File: src/rtl/gcore_isa_pkg.sv
// gcore_isa_pkg
//   Shared ISA definitions for the fetch/branch path: the default address and
//   instruction widths, the control-flow opcodes, and small helpers that slice
//   the opcode and target fields out of an instruction word.
//   Instruction layout: op = instr[15:12], tgt = instr[7:0].
package gcore_isa_pkg;

  localparam int AW_DEF = 8;
  localparam int IW_DEF = 16;
  localparam int OP_W   = 4;

  localparam logic [OP_W-1:0] OP_JMP  = 4'hC;
  localparam logic [OP_W-1:0] OP_BZ   = 4'hD;
  localparam logic [OP_W-1:0] OP_CALL = 4'hE;
  localparam logic [OP_W-1:0] OP_RET  = 4'hF;

  function automatic logic [OP_W-1:0] op_of(input logic [IW_DEF-1:0] i);
    return i[IW_DEF-1 -: OP_W];
  endfunction

  function automatic logic [AW_DEF-1:0] tgt_of(input logic [IW_DEF-1:0] i);
    return i[AW_DEF-1:0];
  endfunction

endpackage

File: src/rtl/fetch_branch_unit_return_stack.sv
// return_stack
//   Hardware return-address stack for CALL/RET. Only the stack pointer is
//   reset; entry storage is left uninitialised since an entry is never read
//   before it has been pushed.
// Ports
//   clk, rst   clock, synchronous active-high reset (clears sp)
//   push       write push_data at sp, sp+1 (caller guarantees !full)
//   pop        sp-1 (caller guarantees !empty); top is valid before the pop
//   push_data  return address to store
//   top        most recently pushed entry (meaningless when empty)
//   full/empty sp == DEPTH / sp == 0
module return_stack #(
  parameter int AW    = 8,
  parameter int DEPTH = 4
) (
  input  logic          clk,
  input  logic          rst,
  input  logic          push,
  input  logic          pop,
  input  logic [AW-1:0] push_data,
  output logic [AW-1:0] top,
  output logic          full,
  output logic          empty
);

  // One extra bit so sp can represent DEPTH itself (full).
  localparam int SPW = $clog2(DEPTH) + 1;

  logic [AW-1:0]  mem [DEPTH];
  logic [SPW-1:0] sp_q, sp_d;
  logic [SPW-1:0] sp_m1;

  assign sp_m1 = sp_q - SPW'(1);
  assign top   = mem[sp_m1[SPW-2:0]];
  assign full  = (sp_q == SPW'(DEPTH));
  assign empty = (sp_q == '0);

  always_comb begin
    sp_d = sp_q;
    if (push)     sp_d = sp_q + SPW'(1);
    else if (pop) sp_d = sp_m1;
  end

  always_ff @(posedge clk) begin
    if (rst) sp_q <= '0;
    else     sp_q <= sp_d;
  end

  always_ff @(posedge clk) begin
    if (push && !rst) mem[sp_q[SPW-2:0]] <= push_data;
  end

endmodule

File: src/rtl/fetch_branch_unit.sv
// fetch_branch_unit
//   Consumer end of the PC interface. Tracks the address of the instruction
//   now on the synchronous ROM output, decodes control-flow opcodes and
//   redirects the PC. A taken redirect squashes exactly one wrong-path fetch
//   (the ROM word for pc_q+1, already in flight).
// Ports
//   clk, rst     clock, synchronous active-high reset
//   addr         current PC value (also the ROM address)
//   imem_rdata   ROM data for the previous cycle's addr
//   zero         datapath zero flag, used by BZ in its decode cycle
//   jump         load jumpaddr into the PC at the next edge (combinational)
//   jumpaddr     redirect target, 0 when jump is low
//   instr        instruction to datapath (= imem_rdata)
//   instr_valid  instr is architecturally valid this cycle
//   rs_ovf       sticky: CALL with the return stack full
//   rs_unf       sticky: RET with the return stack empty
module fetch_branch_unit
  import gcore_isa_pkg::*;
#(
  parameter int AW       = AW_DEF,
  parameter int IW       = IW_DEF,
  parameter int RS_DEPTH = 4
) (
  input  logic          clk,
  input  logic          rst,
  input  logic [AW-1:0] addr,
  input  logic [IW-1:0] imem_rdata,
  input  logic          zero,
  output logic          jump,
  output logic [AW-1:0] jumpaddr,
  output logic [IW-1:0] instr,
  output logic          instr_valid,
  output logic          rs_ovf,
  output logic          rs_unf
);

  logic [AW-1:0]   pc_q, pc_d;
  logic            valid_q, valid_d;
  logic            ovf_q, ovf_d;
  logic            unf_q, unf_d;

  logic [OP_W-1:0] op;
  logic [AW-1:0]   tgt;
  logic            dec_en;
  logic            is_jmp, is_bz, is_call, is_ret;
  logic            take;
  logic            rs_push, rs_pop, rs_full, rs_empty;
  logic [AW-1:0]   rs_top;
  logic [AW-1:0]   ret_addr;

  assign op  = op_of(imem_rdata);
  assign tgt = AW'(tgt_of(imem_rdata));

  // Decode only a valid word, and never while reset is held so nothing
  // leaks onto jump or the stack during reset.
  assign dec_en  = valid_q & ~rst;
  assign is_jmp  = dec_en & (op == OP_JMP);
  assign is_bz   = dec_en & (op == OP_BZ);
  assign is_call = dec_en & (op == OP_CALL);
  assign is_ret  = dec_en & (op == OP_RET);

  // CALL with a full stack still jumps; RET on an empty stack falls through.
  assign take    = is_jmp | (is_bz & zero) | is_call | (is_ret & ~rs_empty);
  assign rs_push = is_call & ~rs_full;
  assign rs_pop  = is_ret & ~rs_empty;

  // Wraps modulo 2^AW, so a CALL at the top address returns to 0.
  assign ret_addr = pc_q + AW'(1);

  always_comb begin
    jumpaddr = '0;
    if (take) jumpaddr = is_ret ? rs_top : tgt;
  end

  always_comb begin
    pc_d    = addr;
    valid_d = ~take;
    ovf_d   = ovf_q | (is_call & rs_full);
    unf_d   = unf_q | (is_ret & rs_empty);
  end

  always_ff @(posedge clk) begin
    if (rst) begin
      pc_q    <= '0;
      valid_q <= 1'b0;
      ovf_q   <= 1'b0;
      unf_q   <= 1'b0;
    end else begin
      pc_q    <= pc_d;
      valid_q <= valid_d;
      ovf_q   <= ovf_d;
      unf_q   <= unf_d;
    end
  end

  return_stack #(
    .AW    (AW),
    .DEPTH (RS_DEPTH)
  ) u_rs (
    .clk       (clk),
    .rst       (rst),
    .push      (rs_push),
    .pop       (rs_pop),
    .push_data (ret_addr),
    .top       (rs_top),
    .full      (rs_full),
    .empty     (rs_empty)
  );

  assign jump        = take;
  assign instr       = imem_rdata;
  assign instr_valid = valid_q;
  assign rs_ovf      = ovf_q;
  assign rs_unf      = unf_q;

endmodule

File: config.mk
export PLATFORM = sky130hd
export DESIGN_NAME = fetch_branch_unit
export DESIGN_NICKNAME = d
export VERILOG_FILES = /design/src/rtl/gcore_isa_pkg.sv /design/src/rtl/fetch_branch_unit_return_stack.sv /design/src/rtl/fetch_branch_unit.sv
export SDC_FILE = /design/constraint.sdc
export NUM_CORES = 1
export LEC_CHECK = 0
export CAP_MARGIN = 20
export CORE_UTILIZATION = 44
export CTS_CLUSTER_DIAMETER = 30
export DETAILED_ROUTE_END_ITERATION = 7
export GPL_TIMING_DRIVEN = 0
export PLACE_DENSITY = 0.79
export SYNTH_ARGS = -nofsm -noshare
export SYNTH_HDL_FRONTEND = slang
export SYNTH_SLANG_ARGS = --single-unit
export TNS_END_PERCENT = 10
File: constraint.sdc
create_clock -name clk -period 2 [get_ports clk]
set_input_delay 0.4 -clock clk [delete_from_list [all_inputs] [get_ports clk]]
set_output_delay 0.4 -clock clk [all_outputs]
set_load 0.05 [all_outputs]
After elaboration in Yosys (flattened, before gate mapping):

Memories as Yosys holds them, arrays and structs flattened.
Index checks and enable logic that the tools add are counted.

* divide/modulo/power cells: 0
* shift-type cells: 0
* bitwise gates (word level): 19
* $add $sub $neg: 3
* order comparisons: 0
* eq/ne operators: 5
* multiplexer cells: 6
* multipliers: 0
* reduce and logical (&&, ||, !) cells: 4

Operators by type and width (count)
* == test 4 bit, second input constant: 4
* 2-to-1 mux 8 bit: 2
* AND 1 bit: 10
* adder 8 x 1 -> 8 bit, second input constant: 1
* 2-to-1 mux 3 bit: 2
* OR 1 bit: 5
* NOT 1 bit: 4
* adder 3 x 1 -> 3 bit, second input constant: 1
* == test 3 bit, second input constant: 1
* zero test 3 bit: 1
* subtractor 3 x 1 -> 3 bit, second input constant: 1
* 2-to-1 mux 1 bit: 2
* nonzero test 2 bit: 1
* logical AND 1 bit: 1
* zero test 1 bit: 1

* flip-flop bits (word level): 14
* input bits: 27
* latch bits: 0
* ROM bits: 0
* logic and storage cells: 43
* memories kept: 1
* memory bits (writable): 32

Memories
* u_rs.mem: depth 4, width 8, read ports 1, clocked after memory_dff 0, wr ports 1, RTL line fetch_branch_unit_return_stack.sv:29 `logic [AW-1:0] mem [DEPTH];`

Logic depth before layout (Yosys ltp):

* depth after elaboration: 8
* gate-level depth with buffers: 8
* depth with buffers taken out: 6

By module:

Synthesis repeated with hierarchy kept, for this count alone.

* cells, all modules: 162
* area total of the unflattened synthesis: 2167.1 um^2

By module, submodules not included
* return_stack: seq. area each 1021.0 um^2, area each 1452.6 um^2, times used 1, cells each 72
* fetch_branch_unit: seq. area each 220.2 um^2, area each 714.4 um^2, times used 1, cells each 90

Worst setup path after synthesis:

Ideal clock, no wire load.

* path type: register to output
* start point: register u_rs.sp_q[0]
* end point: output port jumpaddr[0]
* buffers on the path: 2
* stages on the path, launching flop included: 9
* path slack: -0.384 ns
* arrival time: 1.984 ns
* required time: 1.600 ns
* cells stage by stage: dfxtp_1 > buf_4 > inv_1 > ha_1 > nor2b_4 > a21o_1 > a21o_1 > buf_6 > a21oi_2

* longest elaborated chain between the ends: 5
* elaborated cells between the ends (all ways): 8
* classes of those cells: add/sub (1); mux (2); bitwise (3); reduce/logical (1); memory (1)

RTL lines
* start, declared: RTL line fetch_branch_unit_return_stack.sv:30 `logic [SPW-1:0] sp_q, sp_d;`
* start signal, assigned: RTL line fetch_branch_unit_return_stack.sv:46 `else sp_q <= sp_d;`
* branches (longest 4 deep; another with memory read (4 x 8 bit))
* 2-to-1 mux 8 bit (*): RTL line fetch_branch_unit.sv:72 `if (take) jumpaddr = is_ret ? rs_top : tgt;`
* end, declared: RTL line fetch_branch_unit.sv:30 `output logic [AW-1:0] jumpaddr,`

Every way passes the cells marked *.

Worst setup path after layout:

* start point: register u_rs.sp_q[0]
* end point: output port jumpaddr[6]

The elaborated chain is that of the path after synthesis.

==> results.py <==
metrics = {
    "outcome": {
        "outcome": "finished, violations left",
        "failed_checks": "setup timing",
    },
    "cells_and_area": {
        "mostFrequentLayoutCell": "sky130_fd_sc_hd__buf_4",
        "layout_common_cells": "35 x sky130_fd_sc_hd__buf_4, 32 x sky130_fd_sc_hd__edfxtp_1, 25 x sky130_fd_sc_hd__clkdlybuf4s50_1",
        "final-seq-area_um2": 1246,
        "ratio_of_cells_with_drive_above_1_in_the_final_layout": 0.4213,
        "number_of_diodes": 0,
        "design.final.nets": 267,
        "multiInputGateArea_um2": 943.4,
        "fillers": 370,
        "layout-area-overhead-vs-synth_pct": 39.01,
    },
    "timing": {
        "finalCritPeriodShare": 1.117,
        "final-hold-violation-count": 0,
        "max_clock_freq_mhz": 447.5,
        "timing_max_transition_violations_final": 0,
        "post_route_clock_skew_ns": 0.01036,
        "worst_slack_ns": -0.2348,
        "finalSetupViolations": 9,
        "period_minus_slack_ns": 2.235,
        "setup_repair_after_global_routing_missed_its_margin": "true",
        "timing.setup.tns_ns": -1.983,
        "max_slew.worst_pin.slew_ns": 0.6072,
        "worst_slew_margin_rel": 0.5952,
    },
    "job": {
        "max_cap_viol_count": 0,
    },
    "setup_path": {
        "critPathKind": "reg2out",
        "worst_setup_path_endpoint": "jumpaddr[6]",
        "reg2reg_from": "u_rs.sp_q[0]$_SDFFE_PP0P_",
        "worstRegToRegCells": 6,
        "cp_top_family": "compound AO/OA/AOI/OAI gates",
        "reg2reg_slack_ns": 0.18,
        "cp_num_cells": 8,
        "crit_arrival_ns": 1.83,
        "critical_path.max_stage_delay_ns": 0.39,
        "timing.critical_path.fanout_max": 5,
        "critical_path.startpoint_type": "flop",
        "rr_endpoint": "u_rs.mem[2][7]$_DFFE_PP_",
        "worst-path-buf-inv": 3,
        "cell_breakdown_of_the_critical_path": "inv_6 > ha_4 > nor2b_4 > a21o_1 > a21o_4 > buf_12 > a21oi_4 > buf_6",
        "critical_path.endpoint_type": "output port",
        "critical_path_required_ns": 1.60,
        "critical_path.slowest_cell": "sky130_fd_sc_hd__dfxtp_4",
        "critical_path.startpoint": "u_rs.sp_q[0]$_SDFFE_PP0P_",
    },
    "hold_path": {
        "hold_path_depth": 2,
        "timing.hold.worst.class": "reg2reg",
        "hold_path.startpoint": "rs_unf$_SDFF_PP0_",
    },
    "clock_tree": {
        "clock_buffers_created_by_tritoncts": 5,
        "htree_num_levels": 2,
        "ctsRootBufferMaster": "sky130_fd_sc_hd__clkbuf_8",
        "tritoncts_clock_tree": "built",
        "clkLatencyLatePin_ns": 0.30,
        "clkSinkCount": 46,
        "clk_pin_slew_worst_paths_ns": 0.08,
        "cts-root-to-sink-buffers": 2,
    },
    "yosys": {
        "syn_area_um2": 2261,
        "synth.lib_cells_used.distinct": 39,
        "cell_types_occupying_the_most_area_after_synthesis": "sky130_fd_sc_hd__edfxtp_1 43%, sky130_fd_sc_hd__dfxtp_1 12%, sky130_fd_sc_hd__mux4_2 8.0%, sky130_fd_sc_hd__buf_4 6.0%, sky130_fd_sc_hd__a21oi_2 3.5%",
        "synth-main-ff-cell": "sky130_fd_sc_hd__edfxtp_1",
        "synth_edf_count": 32,
        "synth-warning-count": 0,
        "synth_top_area_cell": "sky130_fd_sc_hd__edfxtp_1",
        "seq_area_frac_synth": 0.5490,
        "netlist.area_leader.share": 0.4250,
        "netlist_instances": 171,
        "yosys_register_bits": 46,
        "syn-num-nets": 204,
        "asyncSetResetFlopFracSynth": 0,
        "avgSynthCellArea_um2": 13.22,
    },
    "routing": {
        "ant_nets": 0,
        "drcViolationCount": 0,
        "firstDrtPassIters": 4,
        "postRouteWirelength_um": 4329,
        "post_drt_via_cell_ratio": 4.977,
        "dr_total_vias": 1503,
        "wl_per_cell_um": 14.33,
        "first_iter_violations": 64,
    },
    "power": {
        "irDropWorstVdd_mv": 0.4348,
        "cellLeakagePower_nw": 1.193,
        "total_power_mw": 1.894,
        "powerDensity_nw_per_um2": 602.8,
    },
    "global_routing": {
        "first_global_vias": 1482,
        "grt_start_max_net_pins": 14,
        "grt_pass1_wl_um": 6920,
        "grt_antenna_before_repair": 0,
        "grt_use_total": 0.1787,
        "grt_overflow": 0,
    },
    "floorplanning": {
        "dieArea_um2": 5429,
        "core_um2": 4848,
        "chipWidth_um": 73.68,
        "die_h_um": 73.68,
        "initial_standard_cell_utilization_of_the_core": 0.4663,
        "number_of_core_rows": 25,
        "ioPinCount": 55,
    },
    "placed_design": {
        "routabilityCongestion": 0.7876,
        "number_of_input_and_output_port_buffers_inserted": 49,
        "place_hpwl_um": 3053,
    },
}
==> logic make-up (layout without fill, tap and decap cells) <==
kind of cell    count (synthesis)  count (layout)  synth area share
simple gates                   51              51            0.1400
flops                          46              46            0.5490
buf+inv                        31              95           0.08689
compound gates                 21              21           0.08024
xor+xnor                        8               8           0.03099
mux                             8               8           0.07969
fa+ha+maj                       6               6           0.03320
==> cells in the mapped netlist (all sizes together), types with 2 or more instances <==
cell type,n
nand3,11
edfxtp,32
and2,3
xor2,3
ha,6
dfxtp,14
nor2,6
buf,24
inv,7
a21o,2
nor2b,10
o32ai,2
mux4,8
xnor2,5
a211oi,2
a21oi,10
nand2,13
==> layout make-up <==
cell class / count / area share
inverter: 7 / 0.01075
clock inverter: 1 / 0.001592
multi-input combinational: 94 / 0.3002
sequential: 46 / 0.3965
clock buffer: 7 / 0.02747
buffer: 22 / 0.05494
tap: 67 / 0.02667
timing repair buffer: 58 / 0.1819
==> power by group <==
| part | total, mW | internal, mW | switching (mW) |
|---|---|---|---|
| clock network | 0.566 | 0.279 | 0.288 |
| registers | 1.04 | 1.03 | 0.00923 |
| logic | 0.291 | 0.127 | 0.164 |
==> per-layer routing <==
metal | global-route usage | vias up | wire (µm)
met2 | 0.3140 | 58 | 2184
met5 | 0 | - | 0
met3 | 0.05487 | 6 | 331
met4 | 0.06624 | 0 | 62
met1 | 0.2036 | 720 | 1751
li1 | - | 719 | -
==> through the flow <==
| stage | instance area [µm²] | cells | utilization | hold WS, ns | setup WS (ns) |
|---|---|---|---|---|---|
| 2_1_floorplan | 2349 | 171 | - | 0.4716 | -0.1121 |
| 3_3_place_gp | 2923 | 287 | 0.6028 | 0.4559 | -0.9211 |
| 3_5_place_dp | 2923 | 287 | 0.6028 | 0.4642 | -0.9404 |
| 4_1_cts | 3143 | 303 | 0.6483 | 0.4768 | -0.2776 |
| 5_1_grt | 3143 | 302 | 0.6483 | 0.4943 | -0.2915 |
| 6_report | 3143 | 302 | 0.6483 | 0.4760 | -0.2348 |
==> worst min-delay path by stage <==
stage | end
after global routing | rs_unf$_SDFF_PP0_
final | rs_unf$_SDFF_PP0_
after detailed placement | rs_unf$_SDFF_PP0_
after global placement | rs_unf$_SDFF_PP0_
after CTS | rs_unf$_SDFF_PP0_
after floorplan | pc_q[1]$_SDFF_PP0_
==> tightest hold or removal path, delay by kind of cell, from the launching register on <==
kind,cells,cell delay [ns]
compound gates,1,0.07
flops,1,0.31
buf+inv,1,0.04
==> state kept, by name, indices dropped and copies added, names as in the netlist <==
signal / flops
rs_unf: 1
u_rs.sp_q: 3
instr_valid: 1
u_rs.mem: 32
pc_q: 8
rs_ovf: 1
==> what timing repair did <==
| action | 4_1_cts | 5_1_grt |
|---|---|---|
| buffers inserted | 8 | 0 |
| gates cloned | 1 | 0 |
| pin swaps | 3 | 1 |
| gates resized for setup | 97 | 5 |
| hold buffers | 0 | 0 |
| setup endpoints to repair | 52 | 17 |
Power figures use the tool's default switching activity.
